`src/rtl/consumer_request_queue_if.sv`:
```
// consumer_request_queue_if: consumer push ports and scheduler grant/request ports for the per-consumer queues
interface consumer_request_queue_if #(
    parameter int ADDR_WIDTH  = 4,
    parameter int VALUE_WIDTH = 8,
    parameter int NCONSUMERS  = 2,
    parameter int DEPTH       = 4
);
    localparam int REQ_WIDTH = ADDR_WIDTH + VALUE_WIDTH + 1;
    localparam int CNT_WIDTH = $clog2(DEPTH + 1);
    logic [NCONSUMERS-1:0]                  push_valid;
    logic [NCONSUMERS-1:0][ADDR_WIDTH-1:0]  push_addr;
    logic [NCONSUMERS-1:0][VALUE_WIDTH-1:0] push_value;
    logic [NCONSUMERS-1:0]                  push_ready;
    logic [NCONSUMERS-1:0][REQ_WIDTH-1:0]   requests;
    logic [NCONSUMERS-1:0]                  grant;
    logic [NCONSUMERS-1:0][CNT_WIDTH-1:0]   occupancy;
    modport master (
        output push_valid, push_addr, push_value, grant,
        input  push_ready, requests, occupancy
    );
    modport slave (
        input  push_valid, push_addr, push_value, grant,
        output push_ready, requests, occupancy
    );
endinterface

```
`src/rtl/consumer_request_queue.sv`:
```
// consumer_request_queue: independent per-consumer FIFOs whose heads feed the round-robin scheduler
module consumer_request_queue #(
    parameter int ADDR_WIDTH  = 4,
    parameter int VALUE_WIDTH = 8,
    parameter int NCONSUMERS  = 2,
    parameter int DEPTH       = 4
) (
    input logic clk,
    input logic reset,
    consumer_request_queue_if.slave bus
);
    localparam int CNT_WIDTH   = $clog2(DEPTH + 1);
    localparam int PTR_WIDTH   = $clog2(DEPTH);
    localparam int ENTRY_WIDTH = ADDR_WIDTH + VALUE_WIDTH;
    genvar i;
    for (i = 0; i < NCONSUMERS; i++) begin : g_q
        logic [ENTRY_WIDTH-1:0] mem [DEPTH];
        logic [PTR_WIDTH-1:0]   rd_ptr, wr_ptr;
        logic [CNT_WIDTH-1:0]   count;
        logic                   ready, push, pop;
        // ready comes from registered count only, so a pop cannot free a slot for a same-cycle push
        assign ready = count != CNT_WIDTH'(DEPTH);
        assign push  = bus.push_valid[i] && ready;
        assign pop   = bus.grant[i] && (count != '0);
        assign bus.push_ready[i] = ready;
        assign bus.occupancy[i]  = count;
        assign bus.requests[i]   = (count != '0) ? {1'b1, mem[rd_ptr]} : '0;
        always_ff @(posedge clk) begin
            if (reset) begin
                rd_ptr <= '0;
                wr_ptr <= '0;
                count  <= '0;
            end else begin
                rd_ptr <= rd_ptr + PTR_WIDTH'(pop);
                wr_ptr <= wr_ptr + PTR_WIDTH'(push);
                count  <= count + CNT_WIDTH'(push) - CNT_WIDTH'(pop);
            end
        end
        always_ff @(posedge clk) begin
            if (push && !reset) mem[wr_ptr] <= {bus.push_addr[i], bus.push_value[i]};
        end
    end
endmodule
```
`src/flat_wrapper.sv`:
```
// flat-port wrapper written by rule: the top's interface ports become plain ports
module consumer_request_queue_flat 
#(
    parameter int ADDR_WIDTH  = 4,
    parameter int VALUE_WIDTH = 8,
    parameter int NCONSUMERS  = 2,
    parameter int DEPTH       = 4
)
  (clk, reset, bus_push_valid, bus_push_addr, bus_push_value, bus_grant, bus_push_ready, bus_requests, bus_occupancy);
  consumer_request_queue_if #(.ADDR_WIDTH(ADDR_WIDTH), .VALUE_WIDTH(VALUE_WIDTH), .NCONSUMERS(NCONSUMERS), .DEPTH(DEPTH)) bus_i ();
  input logic clk;
  input logic reset;
  input wire logic [$bits(bus_i.push_valid)-1:0] bus_push_valid;
  input wire logic [$bits(bus_i.push_addr)-1:0] bus_push_addr;
  input wire logic [$bits(bus_i.push_value)-1:0] bus_push_value;
  input wire logic [$bits(bus_i.grant)-1:0] bus_grant;
  output wire logic [$bits(bus_i.push_ready)-1:0] bus_push_ready;
  output wire logic [$bits(bus_i.requests)-1:0] bus_requests;
  output wire logic [$bits(bus_i.occupancy)-1:0] bus_occupancy;
  assign bus_i.push_valid = bus_push_valid;
  assign bus_i.push_addr = bus_push_addr;
  assign bus_i.push_value = bus_push_value;
  assign bus_i.grant = bus_grant;
  assign bus_push_ready = bus_i.push_ready;
  assign bus_requests = bus_i.requests;
  assign bus_occupancy = bus_i.occupancy;
  consumer_request_queue #(.ADDR_WIDTH(ADDR_WIDTH), .VALUE_WIDTH(VALUE_WIDTH), .NCONSUMERS(NCONSUMERS), .DEPTH(DEPTH)) u_core (.clk(clk), .reset(reset), .bus(bus_i));
endmodule
```
`config.mk`:
```
export PLATFORM = sky130hd
export DESIGN_NAME = consumer_request_queue_flat
export DESIGN_NICKNAME = d
export VERILOG_FILES = /design/src/rtl/consumer_request_queue_if.sv /design/src/rtl/consumer_request_queue.sv /design/src/flat_wrapper.sv
export SDC_FILE = /design/constraint.sdc
export NUM_CORES = 1
export LEC_CHECK = 0
export BUFFER_PORTS_ARGS = -buffer_cell sky130_fd_sc_hd__buf_4
export CAP_MARGIN = 20
export CORE_ASPECT_RATIO = 2
export CORE_MARGIN = 2
export CORE_UTILIZATION = 61
export DETAILED_ROUTE_END_ITERATION = 8
export GPL_ROUTABILITY_DRIVEN = 0
export GPL_TIMING_DRIVEN = 0
export PLACE_DENSITY = 0.91
export SLEW_MARGIN = 20
export SYNTH_ARGS = -nofsm -noshare
export SYNTH_HDL_FRONTEND = slang
export SYNTH_SLANG_ARGS = --single-unit
```
`constraint.sdc`:
```
create_clock -name clk -period 8.2 [get_ports clk]
set_clock_uncertainty 0.1 [all_clocks]
set_input_delay 1.64 -clock clk [delete_from_list [all_inputs] [get_ports clk]]
set_output_delay 1.64 -clock clk [all_outputs]
set_load 0.02 [all_outputs]
```
==> results.py <==
metrics = {
    "placement": {
        "dp.final_hpwl_mm": 5.88,
        "dpl-instance-area_mm2": 0.00522,
        "placed_cells": 395,
        "port_buffers": 63,
    },
    "clock_network": {
        "post_cts_resize_count": 0,
        "clock_latency_ns": 0.33,
        "cts_tree": "done",
        "path_clk_slew_ns": 0.07,
        "h-tree-depth": 3,
        "cts_hold_buf": 0,
        "cts_root_buf": "clkbuf_16",
        "cts_buffers": 9,
        "cts_num_sinks": 110,
        "post_cts.repair.setup_buffers": 0,
        "cts_max_path_buffers": 2,
    },
    "critical_path": {
        "setup.worst_path.start_class": "flip-flop",
        "r2r_slack_ns": 5.67,
        "cp_max_fo": 6,
        "end_kind": "primary output",
        "criticalPathCategory": "reg -> out",
        "crit_required_ns": 6.46,
        "critPathArrivalTime_ns": 2.07,
    },
    "route": {
        "drt_first_pass_iters": 4,
        "totalWireLength_mm": 7.91,
        "drt.antenna.violating_nets": 0,
        "drc": 0,
        "drt-initial-drc-count": 108,
        "vias_per_cell": 5.71,
        "via_count": 2347,
        "avgRoutedWirePerCell_um": 19.2,
    },
    "grt": {
        "grt.total_usage_pct": 21.5,
        "grt_pass1_wl_mm": 12.5,
        "grt_pass1_vias": 2547,
        "overflow": 0,
        "grt_max_degree": 18,
        "antenna_found_initial": 0,
    },
    "finish": {
        "drive_above_1_share_pct": 36.7,
        "final_util_pct": 76.4,
        "layout.cells.non_filler": 411,
        "fin_nets": 350,
        "finish.instance_area_mm2": 0.00551,
        "syn_to_final_growth_pct": 22.7,
        "antenna_cells": 0,
    },
    "pwr": {
        "total_power_w": 0.00173,
        "internal_power_w": 0.00121,
        "p_switching_w": 0.000527,
        "p_per_area_mw_per_mm2": 315,
        "power.clock.fraction_pct": 23.9,
        "pwr-share-comb_pct": 35.5,
        "seqPwrFrac_pct": 40.6,
        "p_leak_nw": 1.99,
        "swShare_pct": 30.4,
        "peakVddDrop_mv": 0.201,
    },
    "logic_synthesis": {
        "syn_nets": 268,
        "synth_top_area_share_pct": 64.2,
        "yosysTopAreaCell": "edfxtp_1",
        "syn-cell-area_mm2": 0.00449,
        "ys_seq_area_share_pct": 70.4,
        "ys_types": 27,
        "yosysWarningCount": 0,
        "yosys_register_bits": 110,
        "syn-instance-count": 232,
        "ys_top_cells_by_area": "edfxtp_1 64%, mux4_2 7.0%, dfxtp_1 6.2%, mux4_1 5.8%, and2_1 3.3%",
        "avgSynthCellArea_um2": 19.4,
    },
    "sta": {
        "hold_violations": 0,
        "tns_ns": 0,
        "fmax_mhz": 262,
        "worstMarginPinSlew_ns": 1.07,
        "setup_violations": 0,
        "fin_crit_sh_pct": 46.5,
        "min_period_ns": 3.81,
        "slew_violations": 0,
        "rsz0062_at_grt": "no",
        "slew-limit-headroom_pct": 28.8,
    },
    "floorplanning": {
        "start_util_pct": 62.3,
        "chipWidth_um": 64.7,
        "fp.dieH_um": 125,
        "dieArea_mm2": 0.00811,
        "ios": 64,
        "core_mm2": 0.00721,
        "row_count": 44,
    },
    "run": {
        "drv_cap": 0,
    },
    "worst_hold_path": {
        "hold_path_class": "reg -> reg",
    },
    "run_status": {
        "status": "completed",
    },
}
==> metrics by stage <==
step	hold slack, ns	worst slack [ns]
6_report	0.542	4.39
5_1_grt	0.571	4.24
4_1_cts	0.541	4.30
3_5_place_dp	0.519	4.69
3_3_place_gp	0.450	3.33
2_1_floorplan	0.433	4.44
==> sequential cells by signal, indices dropped and copies added (netlist names) <==
| register | flops |
|---|---|
| u_core.g_q.wr_ptr | 4 |
| u_core.g_q.count | 6 |
| u_core.g_q.mem | 96 |
| u_core.g_q.rd_ptr | 4 |
==> power by group through the flow <==
stage	Combinational [W]	Sequential (W)	Clock [W]
after floorplan	0.000378	0.000716	0
after global placement	0.000585	0.000709	0
after detailed placement	0.000619	0.000715	0
after CTS	0.000623	0.000703	0.000421
after global routing	0.000660	0.000710	0.000440
final	0.000615	0.000705	0.000415
==> cell usage after synthesis <==
master    count
xnor3_1       2
and2_1       24
o311ai_0      2
dfxtp_1      14
nor2_1       14
nor3b_1       2
clkbuf_1      4
buf_4         2
edfxtp_1     96
mux4_2       14
mux2_2        4
ha_1          4
mux4_1       10
o31ai_1       2
and4b_1       2
fa_1          2
buf_2         2
nor4bb_1      4
nor2b_1      10
mux2i_1       2
or3_1         2
inv_1         4
nand2b_1      2
xnor2_1       2
buf_12        2
buf_6         2
nor4b_1       2
==> path summary, 6_finish.rpt <==
check	startpoint	endpoint	depth (start not counted)
worst max-delay path	u_core.g_q[0].count[2]$_SDFF_PP0_	bus_push_ready[0]	4
worst min register to register	u_core.g_q[0].wr_ptr[1]$_SDFF_PP0_	u_core.g_q[0].wr_ptr[1]$_SDFF_PP0_	2
worst min-delay path	u_core.g_q[0].wr_ptr[1]$_SDFF_PP0_	u_core.g_q[0].wr_ptr[1]$_SDFF_PP0_	2
worst max register to register	u_core.g_q[0].count[2]$_SDFF_PP0_	u_core.g_q[0].count[1]$_SDFF_PP0_	6
==> cell families (layout without fill, tap and decap cells) <==
family / Yosys count / after routing / synth area share, %
buf+inv: 16 / 103 / 2.62
xor+xnor: 4 / 4 / 1.39
compound gates: 4 / 4 / 0.724
flops: 110 / 110 / 70.4
mux: 30 / 30 / 14.3
simple gates: 62 / 62 / 8.52
fa+ha+maj: 6 / 6 / 2.01
==> layer usage <==
metal | track usage, % | wire length (µm)
met5 | 0 | 0
met1 | 22.2 | 2700
met3 | 3.87 | 280
met4 | 9.01 | 151
met2 | 40.9 | 4780
==> cell type report <==
class,instances,area [µm²]
Buffer,12,103
Inverter,4,15.0
Clock buffer,11,233
Clock inverter,5,58.8
Multi-Input combinational cell,106,1290
Sequential cell,110,3160
Timing Repair Buffer,71,536
Tap cell,92,115
Fill cell,427,1700
==> layout by cell type, fill, tap and decap left out, types with 6 or more instances in the layout <==
cell type and n:
and2_1 24, buf_4 69, clkbuf_1 6, clkbuf_16 9, dfxtp_1 14, edfxtp_1 96, mux4_1 10, mux4_2 14
nor2_1 14, nor2b_1 10
==> worst max-delay path, stage by stage, from the launching register on <==
cell and delay [ns]:
dfxtp_1 0.45, nor3b_1 0.89, inv_1 0.09, buf_4 0.16
buf_4 0.14
Note: power is estimated with default switching activity, not from simulation.
